--- src/rtl/jt51_pm_keycode.sv ---
// Per-slot LFO pitch modulation: scale PM by PMS, add in linear
// 1/64-semitone space, clamp, and re-encode to KC/KF (3-cycle pipeline).
module jt51_pm_keycode (
    input  logic       clk,
    input  logic       rst_n,
    input  logic       in_valid,
    input  logic [4:0] in_slot,
    input  logic [6:0] kc,
    input  logic [5:0] kf,
    input  logic [2:0] pms,
    input  logic [7:0] pm_u,
    output logic       out_valid,
    output logic [4:0] out_slot,
    output logic [6:0] kc_out,
    output logic [5:0] kf_out,
    output logic       ovf
);

    localparam logic [13:0] LinMax = 14'd6143;

    // ---------------- stage 1: capture + scale ----------------
    logic [6:0] mag;
    logic [8:0] off_d;

    assign mag = pm_u[6:0];

    always_comb begin
        off_d = '0;
        unique case (pms)
            3'd0: off_d = '0;
            3'd1: off_d = {2'b00, mag >> 5};
            3'd2: off_d = {2'b00, mag >> 4};
            3'd3: off_d = {2'b00, mag >> 3};
            3'd4: off_d = {2'b00, mag >> 2};
            3'd5: off_d = {2'b00, mag >> 1};
            3'd6: off_d = {1'b0, mag, 1'b0};
            3'd7: off_d = {mag, 2'b00};
        endcase
    end

    logic       v1_q;
    logic [4:0] slot1_q;
    logic [6:0] kc1_q;
    logic [5:0] kf1_q;
    logic       byp1_q;
    logic       neg1_q;
    logic [8:0] off1_q;

    always_ff @(posedge clk or negedge rst_n) begin
        if (!rst_n) begin
            v1_q    <= 1'b0;
            slot1_q <= '0;
            kc1_q   <= '0;
            kf1_q   <= '0;
            byp1_q  <= 1'b0;
            neg1_q  <= 1'b0;
            off1_q  <= '0;
        end else begin
            v1_q <= in_valid;
            if (in_valid) begin
                slot1_q <= in_slot;
                kc1_q   <= kc;
                kf1_q   <= kf;
                byp1_q  <= (pms == 3'd0);
                neg1_q  <= pm_u[7];
                off1_q  <= off_d;
            end
        end
    end

    // ---------------- stage 2: linearise + add + clamp ----------------
    logic [1:0]  note_lo;
    logic [3:0]  idx;
    logic [6:0]  semi_lin;
    logic [12:0] lin;
    logic [13:0] sum;
    logic [12:0] sum_c;
    logic        ovf_c;

    // Unused note code 3 folds onto 2 within each group of three.
    assign note_lo  = (kc1_q[1:0] == 2'd3) ? 2'd2 : kc1_q[1:0];
    assign idx      = {2'b00, kc1_q[3:2]} * 4'd3 + {2'b00, note_lo};
    assign semi_lin = {4'b0000, kc1_q[6:4]} * 7'd12 + {3'b000, idx};
    assign lin      = {semi_lin, kf1_q};
    assign sum      = neg1_q ? ({1'b0, lin} - {5'b00000, off1_q})
                             : ({1'b0, lin} + {5'b00000, off1_q});

    always_comb begin
        sum_c = sum[12:0];
        ovf_c = 1'b0;
        if (sum[13]) begin
            sum_c = '0;
            ovf_c = 1'b1;
        end else if (sum > LinMax) begin
            sum_c = LinMax[12:0];
            ovf_c = 1'b1;
        end
    end

    logic        v2_q;
    logic [4:0]  slot2_q;
    logic [12:0] sum2_q;
    logic        ovf2_q;
    logic        byp2_q;
    logic [6:0]  kc2_q;
    logic [5:0]  kf2_q;

    always_ff @(posedge clk or negedge rst_n) begin
        if (!rst_n) begin
            v2_q    <= 1'b0;
            slot2_q <= '0;
            sum2_q  <= '0;
            ovf2_q  <= 1'b0;
            byp2_q  <= 1'b0;
            kc2_q   <= '0;
            kf2_q   <= '0;
        end else begin
            v2_q <= v1_q;
            if (v1_q) begin
                slot2_q <= slot1_q;
                sum2_q  <= sum_c;
                ovf2_q  <= ovf_c & ~byp1_q;
                byp2_q  <= byp1_q;
                kc2_q   <= kc1_q;
                kf2_q   <= kf1_q;
            end
        end
    end

    // ---------------- stage 3: re-encode ----------------
    logic [6:0] semis;
    logic [2:0] oct;
    logic [3:0] rem;
    logic [6:0] kc_d;
    logic [5:0] kf_d;

    assign semis = sum2_q[12:6];
    assign oct   = 3'(semis / 7'd12);
    assign rem   = 4'(semis % 7'd12);

    always_comb begin
        kc_d = {oct, 2'(rem / 4'd3), 2'(rem % 4'd3)};
        kf_d = sum2_q[5:0];
        if (byp2_q) begin
            kc_d = kc2_q;
            kf_d = kf2_q;
        end
    end

    always_ff @(posedge clk or negedge rst_n) begin
        if (!rst_n) begin
            out_valid <= 1'b0;
            out_slot  <= '0;
            kc_out    <= '0;
            kf_out    <= '0;
            ovf       <= 1'b0;
        end else begin
            out_valid <= v2_q;
            if (v2_q) begin
                out_slot <= slot2_q;
                kc_out   <= kc_d;
                kf_out   <= kf_d;
                ovf      <= ovf2_q;
            end
        end
    end

endmodule
--- config.mk ---
export PLATFORM = sky130hd
export DESIGN_NAME = jt51_pm_keycode
export DESIGN_NICKNAME = d
export VERILOG_FILES = /design/src/rtl/jt51_pm_keycode.sv
export SDC_FILE = /design/constraint.sdc
export NUM_CORES = 1
export LEC_CHECK = 0
export CORE_MARGIN = 2
export CORE_UTILIZATION = 53
export CTS_CLUSTER_DIAMETER = 80
export DETAILED_ROUTE_END_ITERATION = 10
export PLACE_DENSITY = 0.85
export SLEW_MARGIN = 25
export SYNTH_ARGS = -nofsm -noshare
export SYNTH_HDL_FRONTEND = slang
export SYNTH_SLANG_ARGS = --single-unit
--- constraint.sdc ---
create_clock -name clk -period 5.7 [get_ports clk]
set_input_delay 1.14 -clock clk [delete_from_list [all_inputs] [get_ports clk]]
set_output_delay 1.14 -clock clk [all_outputs]
set_load 0.01 [all_outputs]
# Yosys cells after proc, flatten, opt, wreduce, memory -nomap -nowiden
# Cells that the tools add are included.
[word_totals]
register_bits = 84
inputBits = 32
out_inout_bits = 20
wordCells = 50
[classes]
addsub = 4
n_mul = 2
div = 4
order_cmp = 1
n_eq_ne = 8
mux = 9
bitwise = 2
n_reduce_logical = 1
[op_table]
columns = ["operator", "count"]
rows = [
  ["one-hot mux 9 bit (8 select lines)", 1],
  ["two-way mux 13 bit", 2],
  ["adder 13 x 9 -> 14 bit", 1],
  ["greater-than comparator 14 x 13 -> 1 bit, second input constant", 1],
  ["two-way mux 14 bit", 1],
  ["subtractor 13 x 9 -> 14 bit", 1],
  ["equality test 3 bit, second input constant", 4],
  ["adder 7 x 4 -> 7 bit", 1],
  ["divider 7 x 4 -> 7 bit, second input constant", 1],
  ["modulo 7 x 4 -> 7 bit, second input constant", 1],
  ["two-way mux 7 bit", 1],
  ["equality test 3 x 2 -> 1 bit, second input constant", 2],
  ["two-way mux 6 bit", 1],
  ["multiplier 3 x 2 -> 5 bit, second input constant", 1],
  ["adder 4 x 2 -> 4 bit", 1],
  ["divider 4 x 2 -> 4 bit, second input constant", 1],
  ["modulo 4 x 2 -> 4 bit, second input constant", 1],
  ["multiplier 2 x 2 -> 4 bit, second input constant", 1],
  ["equality test 3 x 1 -> 1 bit, second input constant", 1],
  ["zero test 3 bit", 1],
  ["equality test 2 bit, second input constant", 1],
  ["two-way mux 1 bit", 2],
  ["two-way mux 2 bit", 1],
  ["bitwise AND 1 bit", 1],
  ["inverter 1 bit", 1],
]

# Depth between registers and ports, before layout
[logic_depth]
ltp_word = 10
depth_mapped = 20
mapped_depth_nobuf = 19

# Least setup slack after synthesis
# Ideal clock, no wire load.
[synth_path]
kind = "reg2reg"
from = "reg kc1_q[2]"
to = "reg sum2_q[3]"
setup_ns = 0.073
t_arrival_ns = 4.153
required_time_ns = 5.627
path_slack_ns = 1.474
path_stages_with_launch = 21
path_buffers = 1
synth_period_minus_slack_ns = 4.226
path_cell_list = "dfrtp_1 > inv_1 > fa_1 > inv_1 > ha_1 > inv_1 > fa_1 > inv_1 > ha_1 > inv_1 > fa_1 > inv_1 > ha_1 > a21oi_1 > a21boi_2 > a311oi_2 > nand4b_1 > o2111ai_1 > a211oi_2 > buf_6 > a2bb2oi_2"
[synth_via]
elab_chain_cells = 8
word_cells_on_any_way = 9
classes_between = "add/sub (4); mul (1); order compare (1); mux (3)"
[synth_lines]
columns = ["element", "line_no", "rtl"]
rows = [
  ["start: declaration", "43", "logic [6:0] kc1_q;"],
  ["start signal: assignment", "62", "kc1_q <= kc;"],
  ["multiplier 2 x 2 -> 4 bit (*)", "82", "assign idx = {2'b00, kc1_q[3:2]} * 4'd3 + {2'b00, note_lo};"],
  ["adder 4 x 2 -> 4 bit (*)", "82", ""],
  ["adder 7 x 4 -> 7 bit (*)", "83", "assign semi_lin = {4'b0000, kc1_q[6:4]} * 7'd12 + {3'b000, idx};"],
  ["adder 13 x 9 -> 14 bit or subtractor 13 x 9 -> 14 bit (tied branches)", "86, 85", ""],
  ["two-way mux 14 bit (*)", "85", "assign sum = neg1_q ? ({1'b0, lin} - {5'b00000, off1_q})"],
  ["greater-than comparator 14 x 13 -> 1 bit", "94", "end else if (sum > LinMax) begin"],
  ["two-way mux 13 bit", "94", ""],
  ["two-way mux 13 bit (*)", "91", "if (sum[13]) begin"],
  ["end signal: assignment", "121", "sum2_q <= sum_c;"],
  ["end: declaration", "102", "logic [12:0] sum2_q;"],
]
# Every way passes the cells marked *; elsewhere a longest branch is shown, timed or not.
# A chain may end at the register's enable or synchronous reset.

# Worst setup path in the final report
[layout_path]
from = "reg kc1_q[2]"
to = "reg ovf2_q"
[layout_via]
elab_chain_cells = 9
word_cells_on_any_way = 10
classes_between = "add/sub (4); mul (1); order compare (1); mux (3); bitwise (1)"
[layout_lines]
columns = ["element", "line_no", "rtl"]
rows = [
  ["multiplier 2 x 2 -> 4 bit (*)", "82", ""],
  ["adder 4 x 2 -> 4 bit (*)", "82", ""],
  ["adder 7 x 4 -> 7 bit (*)", "83", ""],
  ["adder 13 x 9 -> 14 bit or subtractor 13 x 9 -> 14 bit (tied branches)", "86, 85", ""],
  ["two-way mux 14 bit (*)", "85", ""],
  ["greater-than comparator 14 x 13 -> 1 bit", "94", ""],
  ["two-way mux 1 bit", "94", ""],
  ["two-way mux 1 bit (*)", "91", ""],
  ["bitwise AND 1 bit (*)", "122", "ovf2_q <= ovf_c & ~byp1_q;"],
  ["end signal: assignment", "122", ""],
  ["end: declaration", "103", "logic ovf2_q;"],
]
# Marked as above.

==> results.txt <==
* P&R area growth vs syn: 15.2%
- Worst Hold Depth: 1
- Count of endpoints failing setup in the final report: 0
- For flop-to-flop paths, the worst setup slack is ~0.97 ns.
- Run status: finished, final reports clean
- The worst setup path is of the reg2reg kind.
- On the final layout, the worst hold slack is 0.488 ns.
- Summing all flip-flop and latch instances after layout gives 2100 sq um.
* Largest driver fanout on the critical path: 12
- Clock-pin transition on the worst setup and hold timing paths: ~0.09 ns
- Crit path largest cell delay: approximately 0.54 ns
* Achievable frequency: 212 MHz
* Count of standard-cell rows: 35
* Leftover overflow at the end of global routing: 0
- Dividing the final minimum period by the clock period gives 82.9%.
- Counting cells, the worst reg-to-reg path comes to 20.
* Number of flops mapped to enable cells by yosys: 0
- After floorplanning, the core was sized to cover 9330 sq um.
- Deepest clock path buffer count: 2
- Avg Cell Area, Syn: 10.6 sq um
* Standby leakage power: 2.51 nW
- The path with the worst hold slack has its endpoint at slot2_q[0].
- Clk_skew: around 0.012 ns
- Fraction of final layout cells with drive strength greater than 1: 14.4%
* Number of nets with antenna violations after detailed routing: 0
- After synthesis, flip-flops and latches occupy 41.0% of the total area.
* Cell with the most instances on the worst path: sky130_fd_sc_hd__inv_1
- Path category of the worst min-delay check: reg2reg
- Gate family responsible for the most delay along the worst path: adder cells
- During placement, the flow inserted port buffers numbering 51.
* Number of slew-limit violations in the final report: 0
- Type of element launching the critical path: flip-flop
- For this design the ratio of total power to cell area is about 440 nW/um^2.
- Dividing the detail-routed wire length by the instance count gives around 16 um.
- sky130_fd_sc_hd__dfrtp_1 is the most common cell in the netlist.
- Number of top-level pins: 52
- CTS tree: yes
- After clock tree synthesis, the setup repair step added 0 buffers.
- Total inserted antenna cells: 0
* Nets in the synthesized netlist: around 550
* Cell type with the largest total area after synthesis: sky130_fd_sc_hd__dfrtp_1
- Source of the worst hold timing path: slot2_q[0]
- Setup repair after global routing left no endpoint under its margin.
- Traced cell by cell, the critical path runs through inv_1 > fa_1 > inv_1 > ha_1 > inv_1 > fa_1 > inv_1 > ha_1 > inv_1 > fa_1 > inv_1 > ha_1 > a21oi_1 > a21boi_2 > a311oi_2 > nand4b_1 > o2111ai_1 > a211oi_2 > buf_4 > o221a_1.
- MaxCap Viol Count: 0
- Most frequent cells after synthesis: sky130_fd_sc_hd__dfrtp_1 (84), sky130_fd_sc_hd__nand2_1 (36), sky130_fd_sc_hd__inv_1 (29), sky130_fd_sc_hd__mux2_2 (29), sky130_fd_sc_hd__a21oi_1 (27)
- Number of iterations in the first detailed-routing pass: 4
* Initial Util: 54.9%
- Setup total negative slack on the finished layout was measured at 0 ns.
- Number of global-route vias before repair: 3760
- Counting every instance in the synthesized netlist gives 485.
- The startpoint identified for the worst register-to-register timing path is kc1_q[2].
- At the later pin of the worst-skew pair, clock insertion delay measures 0.37 ns.
- Counting flops and latches in the post-synthesis netlist gives between 80 and 90.
- STA puts the critical path data arrival time at 5.03 ns.
- The floorplan step defined a die boundary enclosing 10500 sq um.
- CTS sink cnt: 84
* Fill count: 763
- The detailed router finished its first iteration with 193 violations.
* Synth unique cells: 67
- The top cell type by area accounts for 41.0% of the synthesized area.
- In this run, post-CTS hold repair placed 0 buffers.
- Ys flop type: sky130_fd_sc_hd__dfrtp_1
- Critical path's slowest cell: sky130_fd_sc_hd__fa_1
- For this run, asynchronously set or reset flops after synthesis account for between 90% and 100%.
- Vertical die dimension: 102 um
- Resized Gates After CTS: 0
* Residual DRC: 0
- Synth Warn #: 0
- The H-tree generated during clock tree synthesis spans 3 levels.
* Cell area after synthesis: 5120 sq um
- Reg2Reg Capture Point: ovf2_q
* # nets final: 584
- After legalization and detailed placement, the total HPWL measured 7610 um.
- Crit path buffers/inverters: 7
* Post-DR vias/cell: between 5 and 6
* Final weighted congestion in routability-driven placement: 0.936
* Worst vdd ir: between 150 and 200 uV
- Shortest clock period the worst path allows after layout: 4.73 ns
- At the pin with the least slew margin, the transition time is 0.732 ns.
* Final hold violation count: 0
- The number of antenna violations at the first check in global routing was 0.
- Top cells by area, synth: sky130_fd_sc_hd__dfrtp_1 (41%), sky130_fd_sc_hd__mux2_2 (6.4%), sky130_fd_sc_hd__ha_1 (5.9%)
- In this run the horizontal extent of the chip is between 100 and 150 um.
* Critical Path RT: 6.01 ns
- Area taken by multi-input logic gates: 2760 sq um
- In this run the tightest slew margin relative to its limit is 51.2%.
* Global-route total usage across every layer: 22.3%
- In this run, CTS created clock tree buffers numbering 9.
- Maximum number of pins on one net before global-route repair: 85
* Global-route wire length before repair: ~18000 um
- Detailed routing inserted a total of 3728 vias.
- CTS placed an instance of sky130_fd_sc_hd__clkbuf_8 at the clock tree root.
* Overall routed net length: around 10000 um
- Sort of element at the end of the critical path: flip-flop
-- cell families (layout without fill, tap and decap cells) --
family | Yosys count | after routing | share of synthesized area (%)
buffers and inverters | 57 | 100 | 5.06
adder cells (fa/ha/maj) | 29 | 29 | 7.82
multiplexers | 63 | 63 | 13.4
XOR/XNOR | 26 | 26 | 4.45
flip-flops | 84 | 84 | 41.0
AO/OA/AOI/OAI | 115 | 115 | 17.2
AND/OR/NAND/NOR | 111 | 111 | 11.0
-- final cells by class --
cell class,count,area share (%)
Multi-Input combinational cell,344,46.8
Inverter,30,1.99
Sequential cell,84,35.7
Clock inverter,7,1.65
Timing Repair Buffer,54,9.06
Tap cell,129,2.74
Clock buffer,9,2.10
-- power by group --
part	internal [mW]	total (mW)	switching, mW
Clock	0.250	0.483	0.233
Combinational	0.640	1.24	0.597
Sequential	0.725	0.863	0.138
-- cells in the final DEF, fill, tap and decap left out, types with 3 or more instances in the layout --
cell type / instances
sky130_fd_sc_hd__o211ai_1: 3
sky130_fd_sc_hd__o21a_1: 4
sky130_fd_sc_hd__clkdlybuf4s50_1: 50
sky130_fd_sc_hd__a41oi_1: 4
sky130_fd_sc_hd__mux2i_1: 17
sky130_fd_sc_hd__o221ai_1: 3
sky130_fd_sc_hd__a21o_1: 5
sky130_fd_sc_hd__mux2_1: 17
sky130_fd_sc_hd__a22oi_1: 4
sky130_fd_sc_hd__nand2b_1: 4
sky130_fd_sc_hd__o22ai_1: 6
sky130_fd_sc_hd__buf_4: 3
sky130_fd_sc_hd__mux2_2: 29
sky130_fd_sc_hd__nand3_1: 6
sky130_fd_sc_hd__clkbuf_8: 9
sky130_fd_sc_hd__ha_1: 24
sky130_fd_sc_hd__nor2b_1: 7
sky130_fd_sc_hd__a31oi_1: 3
sky130_fd_sc_hd__o21ai_1: 10
sky130_fd_sc_hd__nand2_1: 36
sky130_fd_sc_hd__xnor2_1: 19
sky130_fd_sc_hd__a2bb2oi_2: 11
sky130_fd_sc_hd__nand4_1: 3
sky130_fd_sc_hd__xor2_1: 7
sky130_fd_sc_hd__o21ai_0: 10
sky130_fd_sc_hd__fa_1: 5
sky130_fd_sc_hd__nor2_1: 26
sky130_fd_sc_hd__a21oi_1: 27
sky130_fd_sc_hd__dfrtp_1: 83
sky130_fd_sc_hd__inv_1: 29
sky130_fd_sc_hd__a211oi_1: 3
sky130_fd_sc_hd__nor3_1: 6
-- per-stage QoR --
stage	power [mW]	utilization [%]	instances	setup WS, ns	cell area (sq um)
final	2.58	63.2	657	0.974	5900
after global routing	2.76	63.2	657	0.729	5900
after CTS	2.58	63.2	657	1.02	5890
after detailed placement	2.09	60.8	641	1.11	5670
after global placement	2.04	60.8	641	1.34	5670
after floorplan	1.79	-	485	1.47	5120
-- metal layers --
layer / track usage (%) / part of all wire [%] / vias up
met3: 4.10 / 4.1 / 29
li1: - / - / 1809
met4: 9.44 / 2.4 / 0
met2: 35.3 / 47 / 103
met1: 30.2 / 46 / 1787
met5: 0 / 0 / -
-- how the worst max path moves through the flow --
stage,end,cells past startpoint,slack [ns],from
floorplan,sum2_q[3],20,1.47,kc1_q[2]
global placement,ovf2_q,20,1.34,kc1_q[2]
detailed placement,ovf2_q,20,1.11,kc1_q[2]
CTS,ovf2_q,20,1.02,kc1_q[2]
global route,ovf2_q,20,0.73,kc1_q[2]
finish,ovf2_q,20,0.97,kc1_q[2]
-- sequential cells by signal, indices dropped and copies added (netlist names), 6 cells and up --
register	count
kc_out	7
kc1_q	7
kf2_q	6
kf_out	6
kf1_q	6
kc2_q	7
sum2_q	13
off1_q	9
No activity file was read; power rests on OpenSTA's default activity.
